File: src/rtl/rf_arb_pkg.sv
// Shared types and constants for the register-file port arbiter.
// Holds the controller state encoding, requester ids and default widths.
// Imported by rr_arb2 and rf_arbiter.
package rf_arb_pkg;

    typedef enum logic [1:0] {
        IDLE    = 2'd0,
        ISSUE   = 2'd1,
        RD_WAIT = 2'd2
    } state_t;

    localparam logic REQ_ID_0 = 1'b0;
    localparam logic REQ_ID_1 = 1'b1;

    localparam int DEF_DATA_WIDTH     = 8;
    localparam int DEF_ADDR_WIDTH     = 4;
    localparam int DEF_TIMEOUT_CYCLES = 15;

endpackage

File: src/rtl/rr_arb2.sv
// Two-way round-robin picker: a lone requester wins, a tie goes to the port not granted last.
// Purely combinational, zero latency.
// Ports: req[1:0] requests, last = id granted previously; gnt one-hot, winner = granted id.
module rr_arb2
    import rf_arb_pkg::*;
(
    input  logic [1:0] req,
    input  logic       last,
    output logic [1:0] gnt,
    output logic       winner
);

    always_comb begin
        gnt    = 2'b00;
        winner = REQ_ID_0;
        if (req == 2'b11) begin
            winner = ~last;
        end else if (req[1]) begin
            winner = REQ_ID_1;
        end
        if (req != 2'b00) begin
            gnt[winner] = 1'b1;
        end
    end

endmodule

File: src/rtl/rf_arbiter.sv
// Shares one register-file port between two requesters with round-robin arbitration.
// Latency: GNT same cycle (combinational in IDLE), strobe next cycle, RVLD one cycle after RdData_Valid.
// Ports: REQx/WEx/ADDRx/WDATAx in, GNTx/RDATAx/RVLDx/RERRx out; Address/WrEn/RdEn/WrData to the RF,
// RdData/RdData_Valid back. Build option RF_ARB_TIMEOUT_EN enables the RD_WAIT timeout and RERRx.
module rf_arbiter
    import rf_arb_pkg::*;
#(
    parameter int DATA_WIDTH     = DEF_DATA_WIDTH,
    parameter int ADDR_WIDTH     = DEF_ADDR_WIDTH,
    parameter int TIMEOUT_CYCLES = DEF_TIMEOUT_CYCLES
) (
    input  logic                  CLK,
    input  logic                  RST,
    input  logic                  REQ0,
    input  logic                  REQ1,
    input  logic                  WE0,
    input  logic                  WE1,
    input  logic [ADDR_WIDTH-1:0] ADDR0,
    input  logic [ADDR_WIDTH-1:0] ADDR1,
    input  logic [DATA_WIDTH-1:0] WDATA0,
    input  logic [DATA_WIDTH-1:0] WDATA1,
    output logic                  GNT0,
    output logic                  GNT1,
    output logic [DATA_WIDTH-1:0] RDATA0,
    output logic [DATA_WIDTH-1:0] RDATA1,
    output logic                  RVLD0,
    output logic                  RVLD1,
    output logic                  RERR0,
    output logic                  RERR1,
    output logic [ADDR_WIDTH-1:0] Address,
    output logic                  WrEn,
    output logic                  RdEn,
    output logic [DATA_WIDTH-1:0] WrData,
    input  logic [DATA_WIDTH-1:0] RdData,
    input  logic                  RdData_Valid
);

    state_t                state, state_nxt;
    logic                  last_q;
    logic                  own_q;
    logic                  we_q;
    logic [ADDR_WIDTH-1:0] addr_q;
    logic [DATA_WIDTH-1:0] wdata_q;

    logic [1:0]            pick_gnt;
    logic                  pick_id;
    logic                  grant;
    logic                  rd_done;
    logic                  rd_tmo;

    rr_arb2 u_pick (
        .req    ({REQ1, REQ0}),
        .last   (last_q),
        .gnt    (pick_gnt),
        .winner (pick_id)
    );

    // Grants are suppressed while RST is high so nothing is accepted into a block being reset.
    assign grant   = (state == IDLE) && !RST && (pick_gnt != 2'b00);
    // Valid returns outside RD_WAIT are stray and dropped here.
    assign rd_done = (state == RD_WAIT) && RdData_Valid;

    always_comb begin
        state_nxt = state;
        GNT0      = 1'b0;
        GNT1      = 1'b0;
        WrEn      = 1'b0;
        RdEn      = 1'b0;
        Address   = '0;
        WrData    = '0;
        case (state)
            IDLE: begin
                if (grant) begin
                    GNT0      = pick_gnt[0];
                    GNT1      = pick_gnt[1];
                    state_nxt = ISSUE;
                end
            end
            ISSUE: begin
                if (!RST) begin
                    Address = addr_q;
                    WrData  = wdata_q;
                    WrEn    = we_q;
                    RdEn    = !we_q;
                end
                state_nxt = we_q ? IDLE : RD_WAIT;
            end
            RD_WAIT: begin
                if (rd_done || rd_tmo) begin
                    state_nxt = IDLE;
                end
            end
            default: state_nxt = IDLE;
        endcase
    end

    always_ff @(posedge CLK) begin
        if (RST) begin
            state   <= IDLE;
            last_q  <= REQ_ID_1;  // makes port 0 win the first tie
            own_q   <= REQ_ID_0;
            we_q    <= 1'b0;
            addr_q  <= '0;
            wdata_q <= '0;
            RDATA0  <= '0;
            RDATA1  <= '0;
            RVLD0   <= 1'b0;
            RVLD1   <= 1'b0;
        end else begin
            state <= state_nxt;
            RVLD0 <= rd_done && (own_q == REQ_ID_0);
            RVLD1 <= rd_done && (own_q == REQ_ID_1);
            if (grant) begin
                own_q   <= pick_id;
                last_q  <= pick_id;
                we_q    <= pick_id ? WE1 : WE0;
                addr_q  <= pick_id ? ADDR1 : ADDR0;
                wdata_q <= pick_id ? WDATA1 : WDATA0;
            end
            if (rd_done) begin
                if (own_q == REQ_ID_1) begin
                    RDATA1 <= RdData;
                end else begin
                    RDATA0 <= RdData;
                end
            end
        end
    end

`ifdef RF_ARB_TIMEOUT_EN
    localparam int TMO_W = $clog2(TIMEOUT_CYCLES + 1);

    logic [TMO_W-1:0] tmo_cnt_q;

    // tmo_cnt_q counts RD_WAIT cycles already spent, so the abort lands on the last allowed cycle.
    assign rd_tmo = (state == RD_WAIT) && !RdData_Valid &&
                    (tmo_cnt_q == TMO_W'(TIMEOUT_CYCLES - 1));

    always_ff @(posedge CLK) begin
        if (RST) begin
            tmo_cnt_q <= '0;
            RERR0     <= 1'b0;
            RERR1     <= 1'b0;
        end else begin
            if (state == ISSUE) begin
                tmo_cnt_q <= '0;
            end else if (state == RD_WAIT) begin
                tmo_cnt_q <= tmo_cnt_q + TMO_W'(1);
            end
            RERR0 <= rd_tmo && (own_q == REQ_ID_0);
            RERR1 <= rd_tmo && (own_q == REQ_ID_1);
        end
    end
`else
    // Without the timeout option RD_WAIT waits for the register file indefinitely.
    logic unused_tmo;
    assign unused_tmo = ^TIMEOUT_CYCLES;
    assign rd_tmo     = 1'b0;
    assign RERR0      = 1'b0;
    assign RERR1      = 1'b0;
`endif

endmodule

File: config.mk
export PLATFORM = sky130hd
export DESIGN_NAME = rf_arbiter
export DESIGN_NICKNAME = d
export VERILOG_FILES = /design/src/rtl/rf_arb_pkg.sv /design/src/rtl/rr_arb2.sv /design/src/rtl/rf_arbiter.sv
export SDC_FILE = /design/constraint.sdc
export NUM_CORES = 1
export LEC_CHECK = 0
export ABC_AREA = 1
export BUFFER_PORTS_ARGS = -buffer_cell sky130_fd_sc_hd__buf_4
export CAP_MARGIN = 15
export CORE_MARGIN = 2
export CORE_UTILIZATION = 45
export DETAILED_ROUTE_END_ITERATION = 16
export GPL_ROUTABILITY_DRIVEN = 0
export PLACE_DENSITY = 0.78
export SKIP_CTS_REPAIR_TIMING = 1
export SLEW_MARGIN = 20
export SYNTH_ARGS = -nofsm -noshare
export SYNTH_HDL_FRONTEND = slang
export SYNTH_SLANG_ARGS = --single-unit
File: constraint.sdc
create_clock -name CLK -period 1.45 [get_ports CLK]
set_clock_uncertainty 0.15 [all_clocks]
set_input_delay 0.145 -clock CLK [delete_from_list [all_inputs] [get_ports CLK]]
set_output_delay 0.145 -clock CLK [all_outputs]
set_load 0.02 [all_outputs]
==> results.cfg <==
[synth]
syn-instance-count = 205
yosys_register_bits = 35
syn-cell-area_um2 = 1533
yosysWarnings = 0
ys_types = 24
syn-mean-instance-area_um2 = 7.477
ys_seq_area_frac = 0.4571

[clocking]
h-tree-depth = 2
cts.path.max_buffers = 2
cts.sinks = 35
insertion_delay_ns = 0.34
clk_pin_slew_worst_paths_ns = 0.11
ctsRootBufferMaster = clkbuf_4
tritoncts = yes
numCtsBuffers = 5

[critical_path]
cp.arrival_ns = 1.34
cp-start-kind = register
critical_path.cell_chain = inv_2 -> nand3_4 -> clkbuf_16 -> nor2_2 -> buf_4
crit_type = reg -> out
r2r_cells = 7
cp_slowest_stage_delay_ns = 0.35
crit_slowest_cell = dfxtp_2
critPathMaxFanout = 7
critPathLaunch = state[1]
r2r_start = state[0]
end_kind = output port
required_ns = 1.15

[placement]
dp_hpwl_um = 2832
portBuffers = 72
dp_slack_ns = 0.1302
place_inst = 317

[final_layout]
drive_gt1_frac = 0.3873
finalNetCount = 353
stdcell_count = 361
final_common_cell = buf_4
utilization = 0.8050
area_growth_pct = 73.88
layout_common_cells = buf_4, nand3_1, dfxtp_1, dlygate4sd3_1, nor2_1
n_antenna_cell = 0

[grt]
grt_pass1_vias = 1543
grt_max_degree = 27
grt_pass1_wl_um = 6396
grt_usage = 0.2038
overflow = 0
antenna_found_initial = 0

[timing]
setup_violations = 18
slew_viol_final = 0
finalCriticalPeriod_ns = 1.633
fmaxAchievable_mhz = 612.3
tightest_slew_ns = 0.5890
hold_violations = 11
fin_crit_sh = 1.126
finalSetupTns_ns = -1.820
rsz0062_at_grt = true
max-slew-margin-rel = 0.6073
finalWorstSetupSlack_ns = -0.1832
hold_ws_ns = -0.09351

[outcome]
violations = hold timing, setup timing
status = finished, violations left

[pwr]
power_density_nw_per_um2 = 818.5
leakage_nw = 1.161
ir_drop_mv = 0.5859

[detailed_routing]
drt-wirelength-per-cell_um = 15.54
wl_um = 5609
via_per_inst = 5.294
drtAntennaViolNets = 0
first_pass_iters = 7
drcViolationCount = 0
via_count = 1911
drt_iter0_drc = 140

[floorplan]
core_area_um2 = 3311
die_y_um = 62.36
rows = 21
die_w_um = 62.36
pin_count = 75
die-area_um2 = 3889
start_util = 0.4630

[run]
maxCapViolCount = 0

[worst_hold_path]
hold_class = in -> reg
min_path_cells = 2
hold_start = RST
-- registers in the layout (all words and copies together), names as in the netlist --
register  flops
RVLD0         1
we_q          1
RDATA0        8
RDATA1        8
state         2
wdata_q       8
own_q         1
RVLD1         1
last_q        1
addr_q        4
-- layer usage --
metal / wire length [um] / share of wire / track usage / vias to the layer above
met5: 0 / 0 / 0 / -
met4: 204 / 0.036 / 0.07500 / 0
li1: - / - / - / 894
met3: 500 / 0.089 / 0.06703 / 23
met2: 2852 / 0.51 / 0.3587 / 134
met1: 2052 / 0.37 / 0.2295 / 860
-- final cells by class --
class | instances | area (um^2)
Tap cell | 46 | 57.56
Multi-Input combinational cell | 138 | 762.0
Clock buffer | 7 | 45.04
Sequential cell | 35 | 706.9
Timing Repair Buffer | 115 | 1016
Fill cell | 223 | 645.6
Clock inverter | 1 | 5.005
Inverter | 19 | 72.57
-- synth_stat cells --
| master | count | area [um^2] |
|---|---|---|
| nand3_2 | 1 | 10.01 |
| nand2_2 | 1 | 6.260 |
| o21ai_2 | 1 | 8.760 |
| nand3b_1 | 1 | 7.510 |
| nor2_4 | 2 | 22.52 |
| clkbuf_1 | 4 | 15.01 |
| buf_2 | 3 | 15.01 |
| inv_1 | 17 | 63.81 |
| clkinv_2 | 1 | 5.000 |
| dfxtp_1 | 35 | 700.7 |
| buf_4 | 4 | 30.03 |
| nor3_1 | 1 | 5.000 |
| nor2_2 | 1 | 6.260 |
| nand3_4 | 1 | 17.52 |
| inv_2 | 1 | 3.750 |
| nand2_1 | 16 | 60.06 |
| buf_6 | 2 | 22.52 |
| o21ai_0 | 11 | 55.05 |
| clkbuf_4 | 1 | 7.510 |
| nor2_1 | 35 | 131.4 |
| nand4_1 | 8 | 50.05 |
| conb_1 | 1 | 3.750 |
| nand3_1 | 49 | 245.2 |
| a21oi_1 | 8 | 40.04 |
-- power by group --
part | total [mW] | internal (mW) | switching (mW)
registers | 1.07 | 1.03 | 0.0450
clock network | 0.506 | 0.189 | 0.317
logic | 0.601 | 0.283 | 0.318
-- logic make-up after synthesis --
kind of cell / count (synthesis) / share of synthesized area
compound gates: 20 / 0.06776
buf+inv: 33 / 0.1061
flops: 35 / 0.4571
other cells: 1 / 0.002447
simple gates: 116 / 0.3665
-- path summary, 6_finish.rpt --
path                endpoint  slack [ns]
setup / recovery   WrData[3]       -0.18
setup reg to reg  wdata_q[0]       -0.04
hold / removal     RDATA1[6]       -0.09
hold reg to reg    RDATA1[3]        0.32
-- metrics by stage --
| step | area (um^2) | power, mW |
|---|---|---|
| 2_1_floorplan | 1536 | 1.335 |
| 3_3_place_gp | 2122 | 1.507 |
| 3_5_place_dp | 2122 | 1.517 |
| 5_1_grt | 2665 | 2.261 |
| 6_report | 2665 | 2.181 |
| 4_1_cts | 2172 | 2.006 |
-- worst max-delay path: cells and delay by family (launching register included) --
family,cells,cell delay [ns]
buffers and inverters,3,0.43
AND/OR/NAND/NOR,2,0.21
flip-flops,1,0.35
Note: power is estimated with default switching activity, not from simulation.
